--- src/rtl/multicycle_cu.sv ---
// multicycle_cu -- control unit for a multicycle RV32I-style datapath.
//
// Walks each instruction through FETCH, DECODE, EXEC, MEM and WB. All
// datapath controls are decoded combinationally from the registered state,
// the instruction fields, the bus ready inputs and the ALU flags. Only
// trap_o and trap_cause_o are registered.
//
// Optional feature: define CU_TRAP_EN to enable illegal-instruction and
// bus-timeout traps. Without it, illegal instructions retire as NOPs, bus
// waits are unbounded, and trap_o/trap_cause_o are tied to 0.
//
// Ports:
//   clk_i, rst_i              clock, synchronous active-high reset
//   opcode_i/funct3_i/funct7_i instruction fields from the IR
//   imem_ready_i, dmem_ready_i instruction word valid / data access done
//   alu_zero_i, alu_lt_i      ALU result == 0 / ALU result bit 0
//   imem_req_o                instruction fetch request
//   ir_write_o, opc_write_o   load IR / latch current PC into old-PC reg
//   pc_write_o, pc_sel_o      PC update: 00 PC+4, 01 OPC+imm, 10 ALU&~1, 11 trap vector
//   regs_write_o              register file write
//   dm_read_o, dm_write_o     data memory read / write
//   alu_lhs_sel_o             0 A-reg, 1 OPC
//   alu_rhs_sel_o             0 B-reg, 1 immediate
//   alu_op_o                  0 ADD 1 SUB 2 SLL 3 SLT 4 SLTU 5 XOR 6 SRL 7 SRA 8 OR 9 AND
//   wb_sel_o                  00 imm, 01 ALU, 10 MDR, 11 OPC+4
//   busy_o                    high whenever the unit is not idle
//   trap_o, trap_cause_o      trap strobe, cause 01 illegal / 10 bus error

module multicycle_cu #(
  parameter int MEM_TIMEOUT = 15,
  parameter int ALU_OP_W    = 4
) (
  input  logic                clk_i,
  input  logic                rst_i,
  input  logic [6:0]          opcode_i,
  input  logic [2:0]          funct3_i,
  input  logic [6:0]          funct7_i,
  input  logic                imem_ready_i,
  input  logic                dmem_ready_i,
  input  logic                alu_zero_i,
  input  logic                alu_lt_i,
  output logic                imem_req_o,
  output logic                ir_write_o,
  output logic                opc_write_o,
  output logic                pc_write_o,
  output logic [1:0]          pc_sel_o,
  output logic                regs_write_o,
  output logic                dm_read_o,
  output logic                dm_write_o,
  output logic                alu_lhs_sel_o,
  output logic                alu_rhs_sel_o,
  output logic [ALU_OP_W-1:0] alu_op_o,
  output logic [1:0]          wb_sel_o,
  output logic                busy_o,
  output logic                trap_o,
  output logic [1:0]          trap_cause_o
);

  if (MEM_TIMEOUT < 1 || MEM_TIMEOUT > 255) begin : g_bad_timeout
    $error("multicycle_cu: MEM_TIMEOUT must be in 1..255");
  end

  typedef enum logic [2:0] {
    S_IDLE, S_FETCH, S_DECODE, S_EXEC, S_MEM, S_WB, S_TRAP
  } state_e;

  localparam logic [6:0] OP_LUI   = 7'h37;
  localparam logic [6:0] OP_AUIPC = 7'h17;
  localparam logic [6:0] OP_JAL   = 7'h6f;
  localparam logic [6:0] OP_JALR  = 7'h67;
  localparam logic [6:0] OP_BR    = 7'h63;
  localparam logic [6:0] OP_LOAD  = 7'h03;
  localparam logic [6:0] OP_STORE = 7'h23;
  localparam logic [6:0] OP_IMM   = 7'h13;
  localparam logic [6:0] OP_REG   = 7'h33;

  localparam logic [ALU_OP_W-1:0] ALU_ADD  = ALU_OP_W'(0);
  localparam logic [ALU_OP_W-1:0] ALU_SUB  = ALU_OP_W'(1);
  localparam logic [ALU_OP_W-1:0] ALU_SLL  = ALU_OP_W'(2);
  localparam logic [ALU_OP_W-1:0] ALU_SLT  = ALU_OP_W'(3);
  localparam logic [ALU_OP_W-1:0] ALU_SLTU = ALU_OP_W'(4);
  localparam logic [ALU_OP_W-1:0] ALU_XOR  = ALU_OP_W'(5);
  localparam logic [ALU_OP_W-1:0] ALU_SRL  = ALU_OP_W'(6);
  localparam logic [ALU_OP_W-1:0] ALU_SRA  = ALU_OP_W'(7);
  localparam logic [ALU_OP_W-1:0] ALU_OR   = ALU_OP_W'(8);
  localparam logic [ALU_OP_W-1:0] ALU_AND  = ALU_OP_W'(9);

  localparam logic [1:0] PC_SEQ  = 2'b00;
  localparam logic [1:0] PC_REL  = 2'b01;
  localparam logic [1:0] PC_ALU  = 2'b10;
  localparam logic [1:0] PC_TRAP = 2'b11;

  state_e state_q, state_d;

  logic is_lui, is_auipc, is_jal, is_jalr, is_br, is_load, is_store, is_imm, is_reg;
  logic legal, br_taken;
  logic [ALU_OP_W-1:0] arith_op, br_op;

  assign is_lui   = (opcode_i == OP_LUI);
  assign is_auipc = (opcode_i == OP_AUIPC);
  assign is_jal   = (opcode_i == OP_JAL);
  assign is_jalr  = (opcode_i == OP_JALR);
  assign is_br    = (opcode_i == OP_BR);
  assign is_load  = (opcode_i == OP_LOAD);
  assign is_store = (opcode_i == OP_STORE);
  assign is_imm   = (opcode_i == OP_IMM);
  assign is_reg   = (opcode_i == OP_REG);

  // funct7[5] selects SUB only for register forms; ADDI has immediate bits there.
  always_comb begin
    arith_op = ALU_ADD;
    case (funct3_i)
      3'b000:  arith_op = (is_reg && funct7_i[5]) ? ALU_SUB : ALU_ADD;
      3'b001:  arith_op = ALU_SLL;
      3'b010:  arith_op = ALU_SLT;
      3'b011:  arith_op = ALU_SLTU;
      3'b100:  arith_op = ALU_XOR;
      3'b101:  arith_op = funct7_i[5] ? ALU_SRA : ALU_SRL;
      3'b110:  arith_op = ALU_OR;
      default: arith_op = ALU_AND;
    endcase
  end

  // funct3[2] picks the signed/unsigned compare family; funct3[0] inverts the condition.
  assign br_op    = funct3_i[2] ? (funct3_i[1] ? ALU_SLTU : ALU_SLT) : ALU_SUB;
  assign br_taken = (funct3_i[2] ? alu_lt_i : alu_zero_i) ^ funct3_i[0];

  always_comb begin
    legal = 1'b1;
    if (is_reg)
      legal = (funct7_i == 7'h00) ||
              ((funct7_i == 7'h20) && ((funct3_i == 3'b000) || (funct3_i == 3'b101)));
    else if (is_imm && funct3_i == 3'b001)
      legal = (funct7_i == 7'h00);
    else if (is_imm && funct3_i == 3'b101)
      legal = (funct7_i == 7'h00) || (funct7_i == 7'h20);
    else if (is_br)
      legal = (funct3_i[2:1] != 2'b01);
    else if (!(is_lui || is_auipc || is_jal || is_jalr || is_load || is_store || is_imm))
      legal = 1'b0;
  end

`ifdef CU_TRAP_EN
  localparam logic [7:0] WAIT_LAST = 8'(MEM_TIMEOUT - 1);
  logic [7:0] wait_q, wait_d;
  logic       trap_q;
  logic [1:0] cause_q, cause_d;
`endif

  assign busy_o = (state_q != S_IDLE);

  always_comb begin
    state_d       = state_q;
    imem_req_o    = 1'b0;
    ir_write_o    = 1'b0;
    opc_write_o   = 1'b0;
    pc_write_o    = 1'b0;
    pc_sel_o      = PC_SEQ;
    regs_write_o  = 1'b0;
    dm_read_o     = 1'b0;
    dm_write_o    = 1'b0;
    alu_lhs_sel_o = 1'b0;
    alu_rhs_sel_o = 1'b0;
    alu_op_o      = ALU_ADD;
    wb_sel_o      = 2'b00;
`ifdef CU_TRAP_EN
    wait_d        = 8'd0;
    cause_d       = cause_q;
`endif
    // Strobes are suppressed while reset is asserted so an in-flight access is dropped.
    if (!rst_i) begin
      case (state_q)
        S_IDLE: state_d = S_FETCH;
        S_FETCH: begin
          imem_req_o = 1'b1;
          if (imem_ready_i) begin
            ir_write_o  = 1'b1;
            opc_write_o = 1'b1;
            pc_write_o  = 1'b1;
            pc_sel_o    = PC_SEQ;
            state_d     = S_DECODE;
          end
`ifdef CU_TRAP_EN
          else if (wait_q == WAIT_LAST) begin
            state_d = S_TRAP;
            cause_d = 2'b10;
          end else begin
            wait_d = wait_q + 8'd1;
          end
`endif
        end
        S_DECODE: begin
          if (!legal) begin
`ifdef CU_TRAP_EN
            state_d = S_TRAP;
            cause_d = 2'b01;
`else
            state_d = S_FETCH;
`endif
          end else if (is_lui || is_jal) begin
            state_d = S_WB;
          end else begin
            state_d = S_EXEC;
          end
        end
        S_EXEC: begin
          if (is_reg) begin
            alu_op_o = arith_op;
          end else if (is_imm) begin
            alu_op_o      = arith_op;
            alu_rhs_sel_o = 1'b1;
          end else if (is_br) begin
            alu_op_o = br_op;
          end else begin
            // load/store/JALR address and AUIPC all add an immediate
            alu_rhs_sel_o = 1'b1;
            alu_lhs_sel_o = is_auipc;
          end
          if (is_load || is_store) begin
            state_d = S_MEM;
          end else if (is_br) begin
            state_d = S_FETCH;
            if (br_taken) begin
              pc_write_o = 1'b1;
              pc_sel_o   = PC_REL;
            end
          end else begin
            state_d = S_WB;
          end
        end
        S_MEM: begin
          dm_read_o  = is_load;
          dm_write_o = is_store;
          if (dmem_ready_i) begin
            state_d = is_load ? S_WB : S_FETCH;
          end
`ifdef CU_TRAP_EN
          else if (wait_q == WAIT_LAST) begin
            state_d = S_TRAP;
            cause_d = 2'b10;
          end else begin
            wait_d = wait_q + 8'd1;
          end
`endif
        end
        S_WB: begin
          regs_write_o = 1'b1;
          if (is_lui)                 wb_sel_o = 2'b00;
          else if (is_load)           wb_sel_o = 2'b10;
          else if (is_jal || is_jalr) wb_sel_o = 2'b11;
          else                        wb_sel_o = 2'b01;
          if (is_jal || is_jalr) begin
            pc_write_o = 1'b1;
            pc_sel_o   = is_jal ? PC_REL : PC_ALU;
          end
          state_d = S_FETCH;
        end
        S_TRAP: begin
          pc_write_o = 1'b1;
          pc_sel_o   = PC_TRAP;
          state_d    = S_FETCH;
        end
        default: state_d = S_IDLE;
      endcase
    end
  end

  always_ff @(posedge clk_i) begin
    if (rst_i) state_q <= S_IDLE;
    else       state_q <= state_d;
  end

`ifdef CU_TRAP_EN
  always_ff @(posedge clk_i) begin
    if (rst_i) begin
      wait_q  <= 8'd0;
      trap_q  <= 1'b0;
      cause_q <= 2'b00;
    end else begin
      wait_q  <= wait_d;
      trap_q  <= (state_d == S_TRAP);
      cause_q <= cause_d;
    end
  end

  assign trap_o       = trap_q;
  assign trap_cause_o = cause_q;
`else
  assign trap_o       = 1'b0;
  assign trap_cause_o = 2'b00;
`endif

endmodule

--- config.mk ---
export PLATFORM = sky130hd
export DESIGN_NAME = multicycle_cu
export DESIGN_NICKNAME = d
export VERILOG_FILES = /design/src/rtl/multicycle_cu.sv
export SDC_FILE = /design/constraint.sdc
export NUM_CORES = 1
export LEC_CHECK = 0
export BUFFER_PORTS_ARGS = -buffer_cell sky130_fd_sc_hd__buf_2
export CAP_MARGIN = 20
export CORE_MARGIN = 5
export CORE_UTILIZATION = 40
export CTS_CLUSTER_DIAMETER = 30
export CTS_CLUSTER_SIZE = 16
export DETAILED_ROUTE_END_ITERATION = 16
export HOLD_SLACK_MARGIN = 0.12
export PLACE_DENSITY_LB_ADDON = 0.12
export SLEW_MARGIN = 20
export SYNTH_ARGS = -nofsm -noshare
export SYNTH_HDL_FRONTEND = slang
export SYNTH_SLANG_ARGS = --single-unit
--- constraint.sdc ---
create_clock -name clk_i -period 2.75 [get_ports clk_i]
set_input_delay 0.55 -clock clk_i [delete_from_list [all_inputs] [get_ports clk_i]]
set_output_delay 0.55 -clock clk_i [all_outputs]
set_load 0.005 [all_outputs]
==> metrics.txt, run 1 <==
CTS HTree Levels 1; post-synthesis sequential area ratio 7.61%; Leak 0.426 nW; cell taking the most area after synthesis nor2_1; total grt overflow 0; Slowest cell on crit path and3b_1; DP Area 960 µm²; Hold Crit Endpoint state_q[2]; Worst Path Class, Setup in -> out; Synth cell types 43; DR iter-0 viols 9; DP HPWL 1860 µm; largest delay contributor family on the critical path simple AND/OR/NAND/NOR gates; dominant synthesized flop cell dfxtp_1; Fillers 230; largest family of logic cells by synthesized area simple AND/OR/NAND/NOR gates; Reg2Reg Setup Slack 1.08 ns; first drt pass iteration count 4; Top reg by flops state_q; post-synthesis simple-gate area fraction 48.0%; total track usage ~17%; Clk pin slew, worst setup/hold paths 0.04 ns; PortBufs 40; # diodes 0; Final Hold Viols 0; DR WL/cell 12.4 µm; CTS buffer count 3; Syn Inst Count 124; min cycle time layout 2.38 ns; RD Place Congestion 0.842; largest net degree at the start of global routing 13; count of final setup violators 0; IO Count 44; drt via density 5.36; CTS tree done; CTS Hold Buffers Added 0; post-synthesis async set-or-reset flop share 0%; Worst Path Max Fanout 12; die width 54.4 µm; post-synthesis xor/xnor area fraction roughly 1.1%; Slew Limit Fails 0; Skew-Pair Late Insertion Delay about 0.23 ns; WP buf/inv 2; Avg Inst Size Synth ~6.4 µm²; num rows 16; Worst R2R Start state_q[2]; die area 2960 µm²; RSZ-0062 raised after global routing no; Max Freq 0.421 GHz; min-delay src rst_i; reg2reg end state_q[0]; Yosys Warn Count 0; Routed Wire Length 2290 µm; Post-Route Skew roughly 0.00063 ns; max cap viols 0; clk buf depth 2; status complete, no violations; core area 1920 µm²; initial antenna violation count 0; Compound-Gate Fraction of Synth Area 29.2%; post-synthesis mux area share 1.27%; vias about 990; Netlist Area Pre-Place roughly 790 µm²; initial core utilization between 40% and 50%; Post-synth EDFFs 0; Crit path top cell by count buf_2; crit start category input port; Hold Crit Class in -> reg; layout cell share with drive strength beyond 1 about a third; Setup TNS 0 ns; top post-synthesis cells by area nor2_1 (8.6%), dfxtp_1 (7.6%), a21oi_1 (6.3%), o21ai_0 (5.1%), buf_4 (4.8%); Area Overhead vs Synth 24.9%; #FFs+latches synth 3; post-synth top area share roughly 8.6%; Hold Path Cell Cnt 2; clock sink count 3; final net count 182; Worst path max stage delay 0.31 ns; Largest regs state_q x3; DRC viols 0; Synth Area in Adders 0%; clk root buf clkbuf_4; Peak VDD IR around 0.00015 V; Largest register FFs 3; Antenna Violating Nets Remaining 0; final period utilization 86.4%; post_cts resized 0; Register Area 60.1 µm²; Die Ht 54.4 µm; cell chain of the critical path buf_2, and3b_1, nand3_1, o31ai_1, a41oi_1, nor3_1, buf_2; vias in the first global route 876; design area 986 µm²; power consumption around 0.23 mW; worst r2r path cells 5; first-pass GRT wire length 3860 µm; Worst Setup End Kind output port; Worst Path Arrival 1.83 ns; Setup Buffers After CTS 0; worst path required time 2.20 ns; Pwr Density 236 nW/µm²; area of the multi-input gates about 640 µm²
[worst reg2reg max path, delay by kind of cell, from the launching register on]
kind / cells / cell delay, ns
compound gates: 2 / 0.48
buf+inv: 1 / 0.20
flops: 1 / 0.46
simple gates: 2 / 0.43
[worst max path at each step]
stage                  endpoint  slack [ns]  depth (start not counted)   startpoint
floorplan           alu_op_o[2]        0.74                          5        rst_i
global placement      dm_read_o        0.42                          5  opcode_i[2]
detailed placement  pc_sel_o[0]        0.38                          7  opcode_i[5]
CTS                 pc_sel_o[0]        0.37                          7  opcode_i[5]
global route        pc_sel_o[0]        0.13                          7  opcode_i[5]
finish              pc_sel_o[0]        0.37                          7  opcode_i[5]
[cell type report]
cell class / count / area share (%)
multi-input combinational: 105 / 64.8
timing repair buffer: 41 / 21.1
clock buffer: 4 / 2.66
tap: 27 / 3.43
sequential: 3 / 6.09
inverter: 5 / 1.90
[placed cells by master, fill, tap and decap left out, drive strengths merged, types with 3 or more instances in the layout]
| cell type | instances |
|---|---|
| buf | 41 |
| nor2 | 18 |
| a21oi | 10 |
| nand2 | 9 |
| o21ai | 9 |
| nand3 | 6 |
| or3 | 6 |
| inv | 5 |
| nor4 | 4 |
| a31oi | 4 |
| clkbuf | 4 |
| nor2b | 3 |
| a41oi | 3 |
| nor3 | 3 |
| nand2b | 3 |
| conb | 3 |
| dfxtp | 3 |
| nand3b | 3 |
[synth_stat cells, types with 4 or more instances]
library cell   n
nor4_1         4
or3_1          4
a21oi_1       10
nor2_1        18
o21ai_0        8
buf_4          5
nand3_1        6
clkbuf_1       4
inv_1          4
nand2_1        9
a31oi_1        4
[power by group]
group,total (mW),internal (mW),switching [mW]
sequential,0.0544,0.0463,0.00803
clock,0.0778,0.0544,0.0234
combinational,0.100,0.0458,0.0547
[kinds of logic after synthesis]
logic type / Yosys count
AND/OR/NAND/NOR: 65
AO/OA/AOI/OAI: 35
buffers and inverters: 18
flip-flops: 3
XOR/XNOR: 1
multiplexers: 1
other: 1
[metal layers]
layer / up-vias / track usage (%) / wire length, µm
li1: 515 / - / -
met1: 455 / 23.8 / 1080
met2: 22 / 28.7 / 1100
met3: 0 / 1.09 / 112
met4: 0 / 3.73 / 0
met5: - / 0 / 0
[stage by stage]
step | hold slack (ns) | util (%) | std cells | setup slack [ns]
after floorplan | 0.590 | - | 126 | 0.736
after global placement | 0.706 | 49.9 | 181 | 0.416
final | 0.601 | 51.3 | 185 | 0.374
after global routing | 0.599 | 51.3 | 185 | 0.127
after detailed placement | 0.726 | 49.9 | 181 | 0.383
after CTS | 0.591 | 51.3 | 185 | 0.374
(Power assumes the default switching activity.)
==> run 2, diff against run 1 <==
--- a/config.mk
+++ b/config.mk
@@ -5,6 +5,7 @@
 export SDC_FILE = /design/constraint.sdc
 export NUM_CORES = 1
 export LEC_CHECK = 0
+export ABC_AREA = 1
 export BUFFER_PORTS_ARGS = -buffer_cell sky130_fd_sc_hd__buf_2
 export CAP_MARGIN = 20
 export CORE_MARGIN = 5
==> run 2 against run 1 <==
Sequential power is 2% higher. Clock power up 2%. Flip-flop and latch count unchanged. Combinational power hardly changed. Maximum frequency increased by 6.8%. Sequential share of layout area fell by 0.054 points. Register-to-register slack better by 0.31 ns. Critical path type unchanged. Clock skew down 0.00057 ns. Largest power group unchanged. Worst setup slack gained 0.15 ns. Wire length decreased by 1.2%.
==> metrics.txt, run 2 <==
DP Area 968 µm² (+0.91%); total grt overflow 0 (unchanged); Most Used Layer, Global Route met2; design area 995 µm² (+0.89%); Hold Path Cell Cnt 2 (unchanged); drt via density 4.77 (-11%); Skew-Pair Late Insertion Delay 0.23 ns (about the same); Slew Limit Fails 0 (unchanged); CTS HTree Levels 1 (unchanged); clock sink count 3 (unchanged); top-count cell post-synth nand2_1; first-pass GRT wire length 3630 µm (-6.1%); hold slack 0.606 ns (+0.00490 ns); CTS Hold Buffers Added 0 (unchanged); Peak VDD IR 0.000252 V (+71%); # diodes 0 (unchanged); final period utilization 80.9% (-5.5 points); cell taking the most area after synthesis nand2_1; Synth cell types 27 (-37%); top post-synthesis cells by area nand2_1 (24%), nor2_1 (10%), inv_1 (9.1%), dfxtp_1 (7.7%), nand3_1 (5.1%); M2 GR Usage 28.3% (-0.40 points); first drt pass iteration count 4 (unchanged); most frequent cells in the layout nand2_1 (49), buf_2 (40), nor2_1 (21); total track usage 16.0% (-1.2 points); Top reg by flops state_q; Worst Path Class, Setup in -> out; power consumption 0.238 mW (+2.2%); Worst Setup End Kind output port; worst setup path start opcode_i[3]; met3 Usage GRT 4.16% (+3.1 points); Post-synth EDFFs 0 (unchanged); Hold Crit Class in -> reg; post-synthesis sequential area ratio 7.69% (+0.085 points); clk buf depth 2 (unchanged); Setup Buffers After CTS 0 (unchanged); DP HPWL 1910 µm (+2.7%); status complete, no violations; CTS buffer count 3 (unchanged); Fillers 219 (-4.8%); Antenna Violating Nets Remaining 0 (unchanged); initial antenna violation count 0 (unchanged); max cap viols 0 (unchanged); clk root buf clkbuf_4; die area 2940 µm² (-0.90%); most common cell after layout, fill and taps aside nand2_1; DR WL/cell 10.2 µm (-17%); Setup TNS 0 ns (unchanged); Netlist Area Pre-Place 781 µm² (-1.1%); worst r2r path cells 7 (+2); min-delay src rst_i; final core utilization 52.3% (+1.0 points); Yosys Warn Count 0 (unchanged); synth cell count leaders nand2_1 (49), nor2_1 (21), inv_1 (19), nand3_1 (8), nor3_1 (8); Avg Inst Size Synth 5.04 µm² (-21%); Final Hold Viols 0 (unchanged); largest net degree at the start of global routing 10 (-3); Largest regs state_q x3; Worst Path Max Fanout 8 (-4); vias in the first global route 902 (+3.0%); #FFs+latches synth 3 (unchanged); core area 1900 µm² (-1.0%); worst path required time 2.20 ns (about the same); Syn Inst Count 155 (+25%); final net count 218 (+20%); post-synthesis async set-or-reset flop share 0% (unchanged); count of final setup violators 0 (unchanged); post-synth top area share 23.6% (+15 points); Worst Path Arrival 1.68 ns (-0.15 ns); RSZ-0062 raised after global routing no; DR iter-0 viols 11 (+2); Max Freq 0.449 GHz (+6.8%); Pwr Density 239 nW/µm² (+1.3%); Reg2Reg Setup Slack 1.39 ns (+0.31 ns); crit start category input port; Die Ht 54.2 µm (-0.45%); GRT met1 Usage 20.4% (-3.4 points); Worst R2R Start state_q[1]; IO Count 44 (unchanged); PortBufs 40 (unchanged); Area Overhead vs Synth 27.4%; Clk pin slew, worst setup/hold paths 0.04 ns (about the same); initial core utilization 41.1% (about the same); die width 54.2 µm (-0.45%); post_cts resized 0 (unchanged); DRC viols 0 (unchanged); vias 1,055 (+6.4%); RD Place Congestion 0.865 (+2.8%); CTS tree done; Leak 0.585 nW (+37%); Routed Wire Length 2260 µm (-1.2%); layout cell share with drive strength beyond 1 29.4% (-3.5 points); dominant synthesized flop cell dfxtp_1; num rows 16 (unchanged); min cycle time layout 2.23 ns (-0.150 ns); Post-Route Skew 0.0000617 ns (-0.000572 ns); Largest register FFs 3 (unchanged)
[run 2: critical path, cell delays in order]
cell and delay (ns):
buf_2 0.11, inv_1 0.06, nand2_1 0.08, nor2_4 0.16, nand2_1 0.12, inv_1 0.15, nand4_1 0.15, nand4_1 0.11
nand2_1 0.05, inv_1 0.04, buf_2 0.10
[run 2: per-stage QoR]
stage	cells	setup slack [ns]
after floorplan	157	0.827
after global placement	217	0.603
after detailed placement	217	0.533
after CTS	221	0.527
after global routing	221	0.407
final	221	0.525
[run 2: path summary, 6_finish.rpt]
check	end
worst min register to register	state_q[1]
worst min-delay path	state_q[0]
worst max register to register	state_q[2]
worst max-delay path	pc_write_o
[run 2: cell families (layout without fill, tap and decap cells)]
| logic type | count (synthesis) | count (layout) | synth area share, % |
|---|---|---|---|
| buffers and inverters | 30 | 67 | 17.9 |
| other | 1 | 3 | 0.480 |
| flip-flops | 3 | 3 | 7.69 |
| XOR/XNOR | 1 | 1 | 1.12 |
| AO/OA/AOI/OAI | 19 | 19 | 14.9 |
| AND/OR/NAND/NOR | 101 | 101 | 57.9 |
[run 2: where the power goes]
part / internal, mW / switching (mW) / leakage [nW]
Clock: 0.0545 / 0.0248 / 0.0150
Sequential: 0.0483 / 0.00745 / 0.0247
Combinational: 0.0392 / 0.0636 / 0.545
[run 2: routing by layer]
layer,part of all wire [%],up-vias,routed length (µm)
met5,0,-,0
met4,0,0,0
met3,9.4,0,212
met2,47,38,1050
met1,44,452,993
li1,-,565,-
[run 2: cell type report]
type / count / area (µm²) / share of cell area (%)
multi-input cells: 124 / 588 / 59.1
repair buffers: 40 / 200 / 20.1
inverters: 23 / 86.3 / 8.68
flip-flops and latches: 3 / 60.1 / 6.04
well taps: 27 / 33.8 / 3.40
clock buffers: 4 / 26.3 / 2.64
